$ cat src/rtl/pc_fetch_gen_pkg.sv
// Shared definitions for the fetch-stage PC generator: FSM encoding, default
// widths/vectors and a small target-alignment helper.
package pc_defs;

   localparam int          XLEN_DEF         = 32;
   localparam int          INST_BYTES_DEF   = 4;
   localparam logic [31:0] RESET_VECTOR_DEF = 32'h0000_0000;
   localparam logic [31:0] TRAP_VECTOR_DEF  = 32'h0000_0100;

   localparam logic [1:0] ST_BOOT = 2'd0;
   localparam logic [1:0] ST_RUN  = 2'd1;
   localparam logic [1:0] ST_PEND = 2'd2;

   function automatic logic is_aligned(input logic [1:0] lo);
      return lo == 2'b00;
   endfunction

endpackage

$ cat src/rtl/pc_fetch_gen_if.sv
// Fetch-side bundle between the PC generator (master) and its consumers
// (instruction memory handshake, branch/trap resolution, stall control).
interface pc_fetch_gen_if #(
   parameter int XLEN = 32
);
   logic            stall;
   logic            pc_ready;
   logic            br_taken;
   logic [XLEN-1:0] br_target;
   logic            trap_req;
   logic [XLEN-1:0] pc;
   logic            pc_valid;
   logic [XLEN-1:0] pc_plus4;
   logic            misalign;

   modport master (
      input  stall, pc_ready, br_taken, br_target, trap_req,
      output pc, pc_valid, pc_plus4, misalign
   );

   modport slave (
      output stall, pc_ready, br_taken, br_target, trap_req,
      input  pc, pc_valid, pc_plus4, misalign
   );
endinterface

$ cat src/rtl/pc_fetch_gen.sv
// RV32 fetch program-counter generator: sequential advance on accepted fetch,
// trap/branch redirect arbitration, and a redirect latch that survives stalls.
module pc_fetch_gen
   import pc_defs::*;
#(
   parameter int              XLEN         = XLEN_DEF,
   parameter logic [XLEN-1:0] RESET_VECTOR = XLEN'(RESET_VECTOR_DEF),
   parameter logic [XLEN-1:0] TRAP_VECTOR  = XLEN'(TRAP_VECTOR_DEF),
   parameter int              INST_BYTES   = INST_BYTES_DEF
) (
   input logic           clk,
   input logic           rst,
   pc_fetch_gen_if.master bus
);

   logic [1:0]      state_q, state_d;
   logic [XLEN-1:0] pc_q, pc_d;
   logic [XLEN-1:0] pend_q, pend_d;
   logic            mis_q, mis_d;
   logic            valid;
   logic            fire;
   logic [XLEN-1:0] pc_inc;

   assign valid  = (state_q != ST_BOOT);
   assign fire   = valid & bus.pc_ready & ~bus.stall;
   assign pc_inc = pc_q + XLEN'(INST_BYTES);

   // Redirect priority: trap > branch (misaligned branches become traps) >
   // latched redirect > sequential advance > hold.
   always_comb begin
      state_d = state_q;
      pc_d    = pc_q;
      pend_d  = pend_q;
      mis_d   = 1'b0;
      if (state_q == ST_BOOT) state_d = ST_RUN;

      if (bus.trap_req) begin
         pc_d    = TRAP_VECTOR;
         state_d = ST_RUN;
      end else if (bus.br_taken && !is_aligned(bus.br_target[1:0])) begin
         mis_d   = 1'b1;
         pc_d    = TRAP_VECTOR;
         state_d = ST_RUN;
      end else if (bus.br_taken && !bus.stall) begin
         pc_d    = bus.br_target;
         state_d = ST_RUN;
      end else if (bus.br_taken) begin
         pend_d  = bus.br_target;
         state_d = ST_PEND;
      end else if (state_q == ST_PEND && !bus.stall) begin
         pc_d    = pend_q;
         state_d = ST_RUN;
      end else if (fire) begin
         pc_d = pc_inc;
      end
   end

   always_ff @(posedge clk) begin
      if (rst) begin
         state_q <= ST_BOOT;
         pc_q    <= RESET_VECTOR;
         pend_q  <= '0;
         mis_q   <= 1'b0;
      end else begin
         state_q <= state_d;
         pc_q    <= pc_d;
         pend_q  <= pend_d;
         mis_q   <= mis_d;
      end
   end

   assign bus.pc       = pc_q;
   assign bus.pc_valid = valid;
   assign bus.pc_plus4 = pc_inc;
   assign bus.misalign = mis_q;

endmodule

$ cat src/flat_wrapper.sv
// flat-port wrapper written by rule: the top's interface ports become plain ports
module pc_fetch_gen_flat import pc_defs::*;
#(
   parameter int              XLEN         = XLEN_DEF,
   parameter logic [XLEN-1:0] RESET_VECTOR = XLEN'(RESET_VECTOR_DEF),
   parameter logic [XLEN-1:0] TRAP_VECTOR  = XLEN'(TRAP_VECTOR_DEF),
   parameter int              INST_BYTES   = INST_BYTES_DEF
)
  (clk, rst, bus_stall, bus_pc_ready, bus_br_taken, bus_br_target, bus_trap_req, bus_pc, bus_pc_valid, bus_pc_plus4, bus_misalign);
  pc_fetch_gen_if #(.XLEN(XLEN)) bus_i ();
  input logic clk;
  input logic rst;
  input wire logic [$bits(bus_i.stall)-1:0] bus_stall;
  input wire logic [$bits(bus_i.pc_ready)-1:0] bus_pc_ready;
  input wire logic [$bits(bus_i.br_taken)-1:0] bus_br_taken;
  input wire logic [$bits(bus_i.br_target)-1:0] bus_br_target;
  input wire logic [$bits(bus_i.trap_req)-1:0] bus_trap_req;
  output wire logic [$bits(bus_i.pc)-1:0] bus_pc;
  output wire logic [$bits(bus_i.pc_valid)-1:0] bus_pc_valid;
  output wire logic [$bits(bus_i.pc_plus4)-1:0] bus_pc_plus4;
  output wire logic [$bits(bus_i.misalign)-1:0] bus_misalign;
  assign bus_i.stall = bus_stall;
  assign bus_i.pc_ready = bus_pc_ready;
  assign bus_i.br_taken = bus_br_taken;
  assign bus_i.br_target = bus_br_target;
  assign bus_i.trap_req = bus_trap_req;
  assign bus_pc = bus_i.pc;
  assign bus_pc_valid = bus_i.pc_valid;
  assign bus_pc_plus4 = bus_i.pc_plus4;
  assign bus_misalign = bus_i.misalign;
  pc_fetch_gen #(.XLEN(XLEN), .RESET_VECTOR(RESET_VECTOR), .TRAP_VECTOR(TRAP_VECTOR), .INST_BYTES(INST_BYTES)) u_core (.clk(clk), .rst(rst), .bus(bus_i));
endmodule
$ cat config.mk
export PLATFORM = sky130hd
export DESIGN_NAME = pc_fetch_gen_flat
export DESIGN_NICKNAME = d
export VERILOG_FILES = /design/src/rtl/pc_fetch_gen_pkg.sv /design/src/rtl/pc_fetch_gen_if.sv /design/src/rtl/pc_fetch_gen.sv /design/src/flat_wrapper.sv
export SDC_FILE = /design/constraint.sdc
export NUM_CORES = 1
export LEC_CHECK = 0
export CORE_MARGIN = 4
export CORE_UTILIZATION = 54
export CTS_BUF_LIST = sky130_fd_sc_hd__clkbuf_2 sky130_fd_sc_hd__clkbuf_4 sky130_fd_sc_hd__clkbuf_8
export DETAILED_ROUTE_END_ITERATION = 8
export GPL_ROUTABILITY_DRIVEN = 0
export PLACE_DENSITY = 0.92
export SETUP_SLACK_MARGIN = 0.2
export SYNTH_ARGS = -nofsm -noshare
export SYNTH_HDL_FRONTEND = slang
export SYNTH_SLANG_ARGS = --single-unit
$ cat constraint.sdc
create_clock -name clk -period 5.16 [get_ports clk]
set_input_delay 1.032 -clock clk [delete_from_list [all_inputs] [get_ports clk]]
set_output_delay 1.032 -clock clk [all_outputs]
set_load 0.1 [all_outputs]
==> results, run 1 <==
- The capture point of the worst reg-to-reg path is u_core.bus.pc[17].
- After detailed routing, the total wire length is 11.95 mm.
- Entering global routing, the biggest net connects 38 pins.
- The HPWL reported at the end of detailed placement is 8.123 mm.
- The synthesis warning total is 0.
- 104 I/O pins were placed.
- The number of H-tree levels is 3.
- The global-route usage over all layers is 28.29%.
- The worst reg2reg path depth is 5.
- For this run, the slowest stage of the critical path takes 1.15 ns.
- The kind of start point of the critical path is a register.
- The number of cells on the critical path is 5.
- For hold timing, the worst endpoint is u_core.pend_q[30].
- The count of distinct cell types in the synthesized netlist is 55.
- The initial antenna violation count is 0.
- The final global-route overflow total is 0.
- The cell occurring most often along the worst timing path is sky130_fd_sc_hd__nand4_1.
- The total iterations of the first detailed-routing run is 7.
- The later pin in the worst-skew pair is clocked with a latency of 0.34 ns.
- The number of buffers created by CTS is 9.
- Setup repair after global routing left no endpoint under its margin.
- The cts-stage hold buffer count is 0.
- The relative slew slack is 22.30%.
- The worst min-delay path category is reg2reg.
- The area growth from synthesis to layout is 30.39%.
- The signal on the critical path passes through nand4_1 > nor4_4 > nand4_1 > xnor2_1 > clkdlybuf4s50_1.
- The highest ir drop seen on vdd is 167.3 uV.
- After the first detailed-routing iteration, the DRC count stood at 537.
- After synthesis, the largest area contributor takes up 35.45% of total cell area.
- No sink is reached through more buffers than the 2 on the longest clock path.
- The number of cells upsized or downsized after cts is 0.
- Synthesis produced 493 cells.
- The layout cell share with drive strength beyond 1 is 6.239%.
- Each instance of the synthesized netlist takes up on average 7.675 um^2.
- The vertical extent of the die is 91.71 um.
- The post-detailed-route DRC marker count is 0.
- The number of nets handed over by synthesis was 532.
- The combined area of the multi-input logic cells is 2227 um^2.
- The tool flagged a number of max-cap violations equal to 0.
- In this run, synthesis produced a sequential element count of 67.
- The number of setup violations in the final report is 0.
- The number of global-route vias before repair was 3974.
- The clock arrives with 0.007284 ns of skew.
- The worst-case register-to-register setup slack is 2.78 ns.
- The final hold violation count was 0.
- The remaining antenna violation count is 0.
- The average wire length per cell after detail routing is 17.75 um.
- Once layout is complete, the utilization of the core stands at 72.62%.
- The TritonCTS clock tree is done.
- Summed over all nets, wire length on met2 after detailed routing comes to 5.748 mm.
- Along the worst path, the maximum fanout reaches 10.
- The flow ran to the end, and the final reports show no timing, DRC or antenna violations.
- The leakage power summed over all cells is 1.747 nW.
- After layout, the worst path uses 84.23% of the clock period.
- The detail-routed via count per cell is 6.254.
- The antenna diode instance count is 0.
- The total of buffers placed on input and output ports is 103.
- The die area is 8410 um^2.
- The critical path class is reg2out.
- Along the worst hold path, the cell count comes to 2.
- The layout has 515 filler cells.
- The startpoint identified for the worst register-to-register timing path is u_core.bus.pc[4].
- The most common flop cell mapped by yosys is sky130_fd_sc_hd__dfxtp_1.
- Timing would allow up to 0.2301 GHz.
- The arrival time of data at the critical path endpoint is 3.31 ns.
- The post-layout net count is 614.
- Routed signal wires occupy layers up through met4.
- Summing the sequential cell areas from Yosys gives 35.45% of the chip area.
- The vias after detailed routing is 4209.
- For the worst setup path, the data required time is 4.13 ns.
- The critical-path cell with the highest stage delay is sky130_fd_sc_hd__clkdlybuf4s50_1.
- The startpoint identified for the worst hold timing path is u_core.pend_q[30].
- The number of synthesized flops with an enable pin is 0.
- The die is 91.71 um wide.
- The proportion of register bits with asynchronous set or reset after synthesis is 0%.
- The initialized floorplan defines 30 standard-cell rows.
- The biggest area contributor in the post-synthesis netlist is sky130_fd_sc_hd__dfxtp_1.
- The final max-slew violation count is 0.
- The minimum clock period after layout is 4.346 ns.
- Together, buffers and inverters on the worst path number 1.
- STA classifies the critical path endpoint as a primary output.
- The sum of negative setup slack is 0 ns.
- For this block, wires on met1 add up to 4.547 mm.
- The library cell used as clock root buffer is sky130_fd_sc_hd__clkbuf_8.
- The area inside the core boundary is 6794 um^2.
- The number of setup buffers added after CTS is 0.
- The library cell used most frequently in the layout, excluding fill and tap cells, is sky130_fd_sc_hd__clkdlybuf4s50_1.
- The cell family with the largest share of critical-path delay is buffers and inverters.
- Registers take 1341 um^2.
- The worst-margin pin slew is 1.162 ns.
- The top cell types in the final layout, fill and taps aside, are sky130_fd_sc_hd__clkdlybuf4s50_1, sky130_fd_sc_hd__nand2_1, sky130_fd_sc_hd__dfxtp_1.
- After synthesis the cells add up to 3784 um^2.
- The clock sink count is 67.
- By area the synthesized netlist is led by sky130_fd_sc_hd__dfxtp_1, sky130_fd_sc_hd__nand2_1, sky130_fd_sc_hd__a21oi_1, sky130_fd_sc_hd__xnor2_1, sky130_fd_sc_hd__nand3_1.
- For this configuration, the core starts out at a cell density of 55.69%.
- After clock tree synthesis, the clock-pin slew on the worst setup and hold paths is 0.06 ns.
- The first global-routing pass estimated 19.50 mm of wire.
- The total power divided by cell area is 232.5 nW/um^2.
- Summed over all nets, wire length on met3 after detailed routing comes to 1.297 mm.
flip-flops by register name, summed over array words and instances (netlist names), named ones only:
| signal | flops |
|---|---|
| u_core.state_q | 2 |
| u_core.pend_q | 32 |
| u_core.bus.misalign | 1 |
| u_core.bus.pc | 30 |
final cells by class:
cell class	instances	share of cell area, %
clock buffers	13	3.246
inverters	3	0.2283
multi-input cells	385	45.14
flip-flops and latches	67	27.19
well taps	96	2.435
repair buffers	109	21.76
cell families (layout without fill, tap and decap cells):
group	after synthesis	count (layout)	synth area share (%)
xor gates and xnor gates	27	27	6.250
buffers and inverters	41	125	6.117
AOI/OAI and AO/OA	131	131	21.13
and+or+nand+nor	222	222	29.63
DFF	67	67	35.45
muxes	4	4	1.091
adders and majority gates	1	1	0.3306
worst min-delay path, cell delays in order, from the launching register on:
cell and delay [ns]:
sky130_fd_sc_hd__dfxtp_1 0.31, sky130_fd_sc_hd__nand2_1 0.05, sky130_fd_sc_hd__a21oi_1 0.05
per-stage QoR:
stage / setup WS (ns) / hold WS (ns) / cell area (um^2) / cells / power, mW
3_5_place_dp: 1.211 / 0.4422 / 4773 / 660 / 0.7751
4_1_cts: 0.8451 / 0.4517 / 4933 / 673 / 1.146
6_report: 0.8136 / 0.4526 / 4933 / 673 / 1.147
2_1_floorplan: 0.4680 / 0.4316 / 3784 / 493 / 0.7024
3_3_place_gp: 1.284 / 0.4366 / 4773 / 660 / 0.7712
5_1_grt: 0.6336 / 0.4709 / 4933 / 673 / 1.184
power by group:
part / internal (mW) / switching [mW] / total, mW
registers: 0.529 / 0.0134 / 0.543
logic: 0.0686 / 0.157 / 0.225
clock network: 0.196 / 0.183 / 0.379
cells in the mapped netlist, types with 9 or more instances:
cell / n
sky130_fd_sc_hd__or3_1: 10
sky130_fd_sc_hd__clkbuf_1: 26
sky130_fd_sc_hd__o21ai_0: 21
sky130_fd_sc_hd__dfxtp_1: 67
sky130_fd_sc_hd__xnor2_1: 18
sky130_fd_sc_hd__a21oi_1: 57
sky130_fd_sc_hd__nand4_1: 11
sky130_fd_sc_hd__xor2_1: 9
sky130_fd_sc_hd__nand3_1: 24
sky130_fd_sc_hd__and3_1: 19
sky130_fd_sc_hd__nor2_1: 31
sky130_fd_sc_hd__a31oi_1: 18
sky130_fd_sc_hd__nor3_1: 10
sky130_fd_sc_hd__nand2_1: 88
worst max path at each step:
stage                       from               end
2_1_floorplan   u_core.bus.pc[4]  bus_pc_plus4[17]
3_3_place_gp    u_core.bus.pc[6]  bus_pc_plus4[30]
3_5_place_dp   u_core.bus.pc[19]  bus_pc_plus4[28]
4_1_cts        u_core.bus.pc[19]  bus_pc_plus4[30]
5_1_grt        u_core.bus.pc[19]  bus_pc_plus4[30]
6_report       u_core.bus.pc[19]  bus_pc_plus4[30]
metal layers:
metal / track usage, % / vias to the layer above
met1: 34.78 / 1956
met2: 45.65 / 273
met5: 0 / -
met3: 7.547 / 41
met4: 13.99 / 0
li1: - / 1939
(Power assumes the default switching activity.)
==> inputs of run 2 (changes only) <==
--- a/config.mk
+++ b/config.mk
@@ -6,11 +6,11 @@
 export NUM_CORES = 1
 export LEC_CHECK = 0
 export CORE_MARGIN = 4
-export CORE_UTILIZATION = 54
+export CORE_UTILIZATION = 50
 export CTS_BUF_LIST = sky130_fd_sc_hd__clkbuf_2 sky130_fd_sc_hd__clkbuf_4 sky130_fd_sc_hd__clkbuf_8
 export DETAILED_ROUTE_END_ITERATION = 8
 export GPL_ROUTABILITY_DRIVEN = 0
-export PLACE_DENSITY = 0.92
+export PLACE_DENSITY = 0.87
 export SETUP_SLACK_MARGIN = 0.2
 export SYNTH_ARGS = -nofsm -noshare
 export SYNTH_HDL_FRONTEND = slang
==> constraint.sdc (replaced) <==
create_clock -name clk -period 4 [get_ports clk]
set_input_delay 0.8 -clock clk [delete_from_list [all_inputs] [get_ports clk]]
set_output_delay 0.8 -clock clk [all_outputs]
set_load 0.1 [all_outputs]
==> results, run 2 (synthesis results as in run 1) <==
- The biggest cell delay along the critical path was 0.67 ns (-0.48 ns).
- The leakage power summed over all cells is 1.989 nW (+14%).
- The routed wire length is 12.10 mm (+1.2%).
- The total power is 1.535 mW (+34%).
- The library cell used most frequently in the layout, excluding fill and tap cells, is sky130_fd_sc_hd__nand2_1.
- The library cells used most frequently in the layout, excluding fill and tap cells, are sky130_fd_sc_hd__nand2_1, sky130_fd_sc_hd__clkdlybuf4s50_1, sky130_fd_sc_hd__dfxtp_1.
- The kind of start point of the critical path is a register.
- The number of cells upsized or downsized after cts came to 0 (unchanged).
- The layout cell share with drive strength beyond 1 is 16.07% (+9.8 points).
- The TritonCTS clock tree is done.
- The share of the core filled with cells in the final layout is 70.78% (-1.8 points).
- The total length of routed met3 wires is 1.220 mm (-5.9%).
- The relative slew slack is 31.87% (+9.6 points).
- The combinational share of power came to 19.2% (-0.4 points).
- The site row count is 31 (+3.3%).
- Setup repair after global routing left no endpoint under its margin.
- The area inside the core boundary was 7292 um^2 (+7.3%).
- The post-CTS repair timing setup buffer count is 0 (unchanged).
- The worst-skew pair later-pin latency is 0.35 ns (about the same).
- The post-layout net count is 619 (+0.81%).
- The highest clock frequency the design can meet is 0.2832 GHz.
- The final setup slack of the worst path is 0.4685 ns (-0.3451 ns).
- The first-pass GRT wire length is 19.18 mm (-1.7%).
- The die extent in x is 94.99 um (+3.6%).
- The wire length on met1 is 4.907 mm (+7.9%).
- The global-route usage over all layers is 27.39% (-0.90 points).
- The remaining antenna violation count is 0 (unchanged).
- The switching part of the total is 31.34% (+0.56 points).
- The antenna diode instance count is 0 (unchanged).
- The HPWL reported at the end of detailed placement is 8.329 mm (+2.5%).
- The average wire length per cell after detail routing is 17.68 um (-0.41%).
- The final worst-path cycle share is 88.29%.
- The initial antenna violation count is 0 (unchanged).
- The sequential share of power is 45.8% (-1.5 points).
- The nature of the critical path endpoint is a primary output.
- The final clock skew came to 0.009636 ns (+0.002352 ns).
- The initial core utilization is 51.89% (-3.8 points).
- The final max-slew violation count is 0 (unchanged).
- The number of H-tree levels is 3 (unchanged).
- The number of buffers created by CTS is 9 (unchanged).
- The total iterations of the first detailed-routing run came to 7 (unchanged).
- The post-placement worst setup slack is 0.8919 ns (-0.3196 ns).
- The total of buffers placed on input and output ports is 103 (unchanged).
- The clock tree buffer depth is 2 (unchanged).
- The buffer and inverter count on the worst path is 1 (unchanged).
- The number of global-route vias before repair came to 3967 (-0.18%).
- From synthesis to final layout, the design area changed by 36.41%.
- The critical path goes through nand3_1 > nor4_1 > and3_1 > xor2_2 > buf_4.
- The number of I/O pins was 104 (unchanged).
- The highest ir drop seen on vdd is 181.9 uV (+8.7%).
- The final global-route overflow total was 0 (unchanged).
- The maximum fanout encountered on the critical timing path is 8 (-2).
- The number of setup violations in the final report is 0 (unchanged).
- The met2 wire length came to 5.686 mm (-1.1%).
- The final hold violation count was 0 (unchanged).
- The largest net degree at the start of global routing was 38 (unchanged).
- The number of flip-flops under the largest register name is 32 (unchanged).
- The minimum clock period after layout is 3.532 ns.
- The cts-stage hold buffer count is 0 (unchanged).
- The vertical extent of the die came to 94.99 um (+3.6%).
- The data required time of the critical path is 3.20 ns (-0.93 ns).
- The clock sink count is 67 (unchanged).
- The number of DRC markers after the initial detailed-route iteration came to 348 (-35%).
- The vias after detailed routing was 4180 (-0.69%).
- The clock power share is 35.0% (+1.9 points).
- The die area was 9023 um^2 (+7.3%).
- The total power divided by cell area is 297.4 nW/um^2 (+28%).
- The flow ran to the end, and the final reports show no timing, DRC or antenna violations.
- The library cell used as clock root buffer is sky130_fd_sc_hd__clkbuf_8.
- The cell-internal power is 1.054 mW (+33%).
- The net switching component of the power is 0.4810 mW (+36%).
- More flip-flops sit in one register than any other, and that register is u_core.pend_q.
- The critical path class is reg2out.
- The detail-routed via count per cell was 6.111 (-2.3%).
- The sum of negative setup slack was 0 ns (unchanged).
- The worst-case register-to-register setup slack was 1.50 ns (-1.28 ns).
- The worst-margin pin slew is 1.019 ns (-0.1431 ns).
- The uppermost signal routing layer after detailed routing is met4.
- The arrival time of data at the critical path endpoint was 2.73 ns (-0.58 ns).
- The tightest min-delay check is of the reg2reg type.
- Among all stages on the critical path, the largest delay is contributed by sky130_fd_sc_hd__nor4_1.
- The clock slew seen by the registers of the worst setup and hold paths came to 0.07 ns (about the same).
- The reported max-cap violation count was 0 (unchanged).
- The post-detailed-route DRC marker count is 0 (unchanged).
- Broken down by cell family, the worst path's largest delay share belongs to simple AND/OR/NAND/NOR gates.
## run 2: cell types whose count changed in the layout (fill, tap and decap cells not counted), sizes merged
| cell | change |
|---|---|
| buf | +32 |
| clkbuf | +1 |
| clkdlybuf4s50 | -27 |
| clkinv | +2 |
## run 2: layout make-up
type	count	area [um^2]
tap	99	123.9
sequential	67	1341
inverter	3	11.26
clock buffer	14	173.9
multi-input combinational	385	2445
timing repair buffer	114	1056
clock inverter	2	10.01
fill	591	2131
## run 2: worst reg2reg max path: cells and delay by family (launching register included)
kind	cells	cell delay (ns)
AND/OR/NAND/NOR	4	1.74
flip-flops	1	0.52
AO/OA/AOI/OAI	1	0.17
## run 2: final timing paths
check	from	end	cells past startpoint
worst min-delay path	u_core.pend_q[30]	u_core.pend_q[30]	2
worst max-delay path	u_core.bus.pc[4]	bus_pc_plus4[17]	5
worst min register to register	u_core.pend_q[30]	u_core.pend_q[30]	2
worst max register to register	u_core.bus.pc[4]	u_core.bus.pc[25]	5
## run 2: power by group through the flow
stage	clock network [mW]	registers, mW	logic, mW
after global placement	0	0.716	0.287
final	0.538	0.703	0.294
after detailed placement	0	0.717	0.290
after CTS	0.543	0.702	0.291
after floorplan	0	0.761	0.150
after global routing	0.570	0.704	0.309
## run 2: per-stage QoR
| step | instances | hold slack (ns) | area (um^2) |
|---|---|---|---|
| floorplan | 493 | 0.4316 | 4001 |
| global placement | 668 | 0.4371 | 4977 |
| detailed placement | 668 | 0.4426 | 4977 |
| CTS | 684 | 0.4521 | 5161 |
| global route | 684 | 0.4797 | 5161 |
| finish | 684 | 0.4491 | 5161 |
## run 2: per-layer routing
| metal | up-vias | global-route usage, % |
|---|---|---|
| met1 | 1938 | 35.09 |
| met4 | 0 | 10.82 |
| li1 | 1949 | - |
| met5 | - | 0 |
| met2 | 259 | 43.51 |
| met3 | 34 | 7.729 |
==> inputs of run 3 (changes only) <==
--- a/config.mk
+++ b/config.mk
@@ -11,6 +11,7 @@
 export DETAILED_ROUTE_END_ITERATION = 8
 export GPL_ROUTABILITY_DRIVEN = 0
 export PLACE_DENSITY = 0.87
+export REMOVE_ABC_BUFFERS = 1
 export SETUP_SLACK_MARGIN = 0.2
 export SYNTH_ARGS = -nofsm -noshare
 export SYNTH_HDL_FRONTEND = slang
==> constraint.sdc (replaced) <==
create_clock -name clk -period 4 [get_ports clk]
set_input_delay 0.8 -clock clk [delete_from_list [all_inputs] [get_ports clk]]
set_output_delay 0.8 -clock clk [all_outputs]
set_load 0.05 [all_outputs]
==> results, run 3 (synthesis results as in run 1) <==
- The clock sink count is 67 (unchanged).
- The average wire length per cell after detail routing is 17.64 um (-0.23%).
- The number of DRC markers after the initial detailed-route iteration came to 328 (-5.7%).
- The post-layout net count is 620 (+0.16%).
- The register containing the most flip-flops in the final layout is u_core.pend_q.
- The combinational share of power is 16.5% (-2.7 points).
- The arrival time of data at the critical path endpoint is 2.92 ns (+0.19 ns).
- The worst setup path is of the reg2out kind.
- The vias after detailed routing is 4165 (-0.36%).
- The initial core utilization is 51.89% (unchanged).
- The share of the core filled with cells in the final layout is 68.74% (-2.0 points).
- The number of filler instances in the final layout is 611 (+3.4%).
- The first-pass GRT wire length was 19.21 mm (+0.18%).
- The die extent in x is 94.99 um (unchanged).
- The final clock skew is 0.006538 ns (-0.003098 ns).
- The post-detailed-route DRC marker count is 0 (unchanged).
- The largest net degree at the start of global routing is 38 (unchanged).
- The global-route usage over all layers is 26.95% (-0.44 points).
- The area inside the core boundary came to 7292 um^2 (unchanged).
- The worst setup path is launched from a register.
- The TritonCTS clock tree is done.
- The switching part of the total is 28.91% (-2.4 points).
- The initial antenna violation count is 0 (unchanged).
- The final max-slew violation count is 0 (unchanged).
- The sequential share of power is 48.6% (+2.8 points).
- The number of flip-flops under the largest register name is 32 (unchanged).
- The net switching component of the power was 0.4159 mW (-14%).
- The routed wire length is 12.07 mm (-0.23%).
- The cts-stage hold buffer count is 0 (unchanged).
- The cell-internal power is 1.022 mW (-3.0%).
- The vertical extent of the die was 94.99 um (unchanged).
- The site row count is 31 (unchanged).
- The minimum clock period after layout was 3.715 ns (+0.1838 ns).
- The relative slew slack is 24.44% (-7.4 points).
- The library cell used as clock root buffer is sky130_fd_sc_hd__clkbuf_8.
- The remaining antenna violation count is 0 (unchanged).
- The total power divided by cell area was 287.0 nW/um^2 (-3.5%).
- The leakage power summed over all cells is 1.876 nW (-5.7%).
- The total iterations of the first detailed-routing run is 5 (-2).
- The highest clock frequency the design can meet is 0.2692 GHz (-4.9%).
- The worst-skew pair later-pin latency came to 0.35 ns (about the same).
- The number of H-tree levels is 3 (unchanged).
- The min-delay analysis places its worst path in the category reg2reg.
- The number of global-route vias before repair is 4063 (+2.4%).
- The antenna diode instance count is 0 (unchanged).
- The clock power share was 34.8% (-0.2 points).
- The reported max-cap violation count is 0 (unchanged).
- The clock slew seen by the registers of the worst setup and hold paths came to 0.07 ns (about the same).
- The detail-routed via count per cell is 6.089 (-0.36%).
- The sum of negative setup slack was 0 ns (unchanged).
- The leading cell type in the layout, fill and taps excluded is sky130_fd_sc_hd__clkdlybuf4s50_1.
- The number of I/O pins was 104 (unchanged).
- The area growth from synthesis to layout is 32.47%.
- The final global-route overflow total is 0 (unchanged).
- The highest ir drop seen on vdd is 182.0 uV (about the same).
- The worst-case register-to-register setup slack came to 1.74 ns (+0.24 ns).
- The number of setup violations in the final report was 0 (unchanged).
- The flow ran to the end, and the final reports show no timing, DRC or antenna violations.
- The clock tree buffer depth is 2 (unchanged).
- The maximum fanout encountered on the critical timing path is 8 (unchanged).
- The HPWL reported at the end of detailed placement is 8.222 mm (-1.3%).
- The die area is 9023 um^2 (unchanged).
- In the layout the commonest cells are sky130_fd_sc_hd__clkdlybuf4s50_1, sky130_fd_sc_hd__nand2_1, sky130_fd_sc_hd__dfxtp_1.
- The total of buffers placed on input and output ports is 103 (unchanged).
- The layout cell share with drive strength beyond 1 came to 7.692% (-8.4 points).
- The nature of the critical path endpoint is a primary output.
- The number of buffers created by CTS is 9 (unchanged).
- The worst-margin pin slew was 1.128 ns (+0.1096 ns).
- Setup repair after global routing left no endpoint under its margin.
- The final hold violation count is 0 (unchanged).
- The data required time of the critical path is 3.20 ns (about the same).
- The final worst-path cycle share came to 92.88% (+4.6 points).
run 3: cell count changes in the layout (fill, tap and decap cells not counted), moves of 4 or more:
cell                              delta
sky130_fd_sc_hd__xnor2_2            -12
sky130_fd_sc_hd__xnor2_4             -4
sky130_fd_sc_hd__xor2_1              +7
sky130_fd_sc_hd__clkdlybuf4s50_1    +23
sky130_fd_sc_hd__dlymetal6s2s_1      +5
sky130_fd_sc_hd__buf_4              -26
sky130_fd_sc_hd__xor2_2              -7
sky130_fd_sc_hd__xnor2_1            +16
run 3: worst max-delay path: stages (launching register included):
cell and delay, ns:
sky130_fd_sc_hd__dfxtp_1 0.50, sky130_fd_sc_hd__nand3_1 0.31, sky130_fd_sc_hd__nor3_1 0.49, sky130_fd_sc_hd__nand2_1 0.13, sky130_fd_sc_hd__xnor2_1 0.27, sky130_fd_sc_hd__clkdlybuf4s50_1 0.86
run 3: metal layers:
layer	part of all wire [%]	track usage [%]	vias to the layer above	wire [um]
li1	-	-	1946	-
met1	39	32.75	1944	4694
met2	50	46.51	246	6045
met3	8.9	5.498	29	1071
met4	2.1	10.46	0	256
met5	0	0	-	0
run 3: power groups by stage:
stage | logic, mW | clock network, mW | registers (mW)
after CTS | 0.236 | 0.502 | 0.699
after global placement | 0.230 | 0 | 0.713
after global routing | 0.253 | 0.523 | 0.702
after floorplan | 0.0968 | 0 | 0.736
final | 0.238 | 0.501 | 0.700
after detailed placement | 0.233 | 0 | 0.714
run 3: through the flow:
step	instance area [um^2]	hold slack [ns]	worst slack [ns]	power (mW)	cells
2_1_floorplan	3563	0.4255	0.6393	0.8332	455
6_report	5012	0.4545	0.2847	1.438	684
4_1_cts	4977	0.4526	0.2552	1.436	682
3_5_place_dp	4810	0.4429	0.6492	0.9474	667
3_3_place_gp	4810	0.4370	0.7122	0.9430	667
5_1_grt	5012	0.4654	0.2091	1.478	684
run 3: final timing paths:
kind	startpoint	to	cells past startpoint
setup / recovery	u_core.bus.pc[4]	bus_pc_plus4[11]	5
hold / removal	u_core.pend_q[31]	u_core.pend_q[31]	2
setup reg to reg	u_core.bus.pc[4]	u_core.bus.pc[11]	5
hold reg to reg	u_core.pend_q[31]	u_core.pend_q[31]	2
run 3: repair_timing:
action | 4_1_cts | 5_1_grt
setup buffers | 0 | 2
endpoints found under the setup margin | 0 | 18
gates resized for setup | 0 | 7
run 3: final cells by class:
class                   instances  area [um^2]  share of cell area, %
inverters                       3        11.26                 0.2247
repair buffers                115         1134                  22.62
clock inverters                 3        15.01                 0.2996
flip-flops and latches         67         1341                  26.76
multi-input cells             385         2235                  44.58
clock buffers                  12        152.6                  3.045
well taps                      99        123.9                  2.471
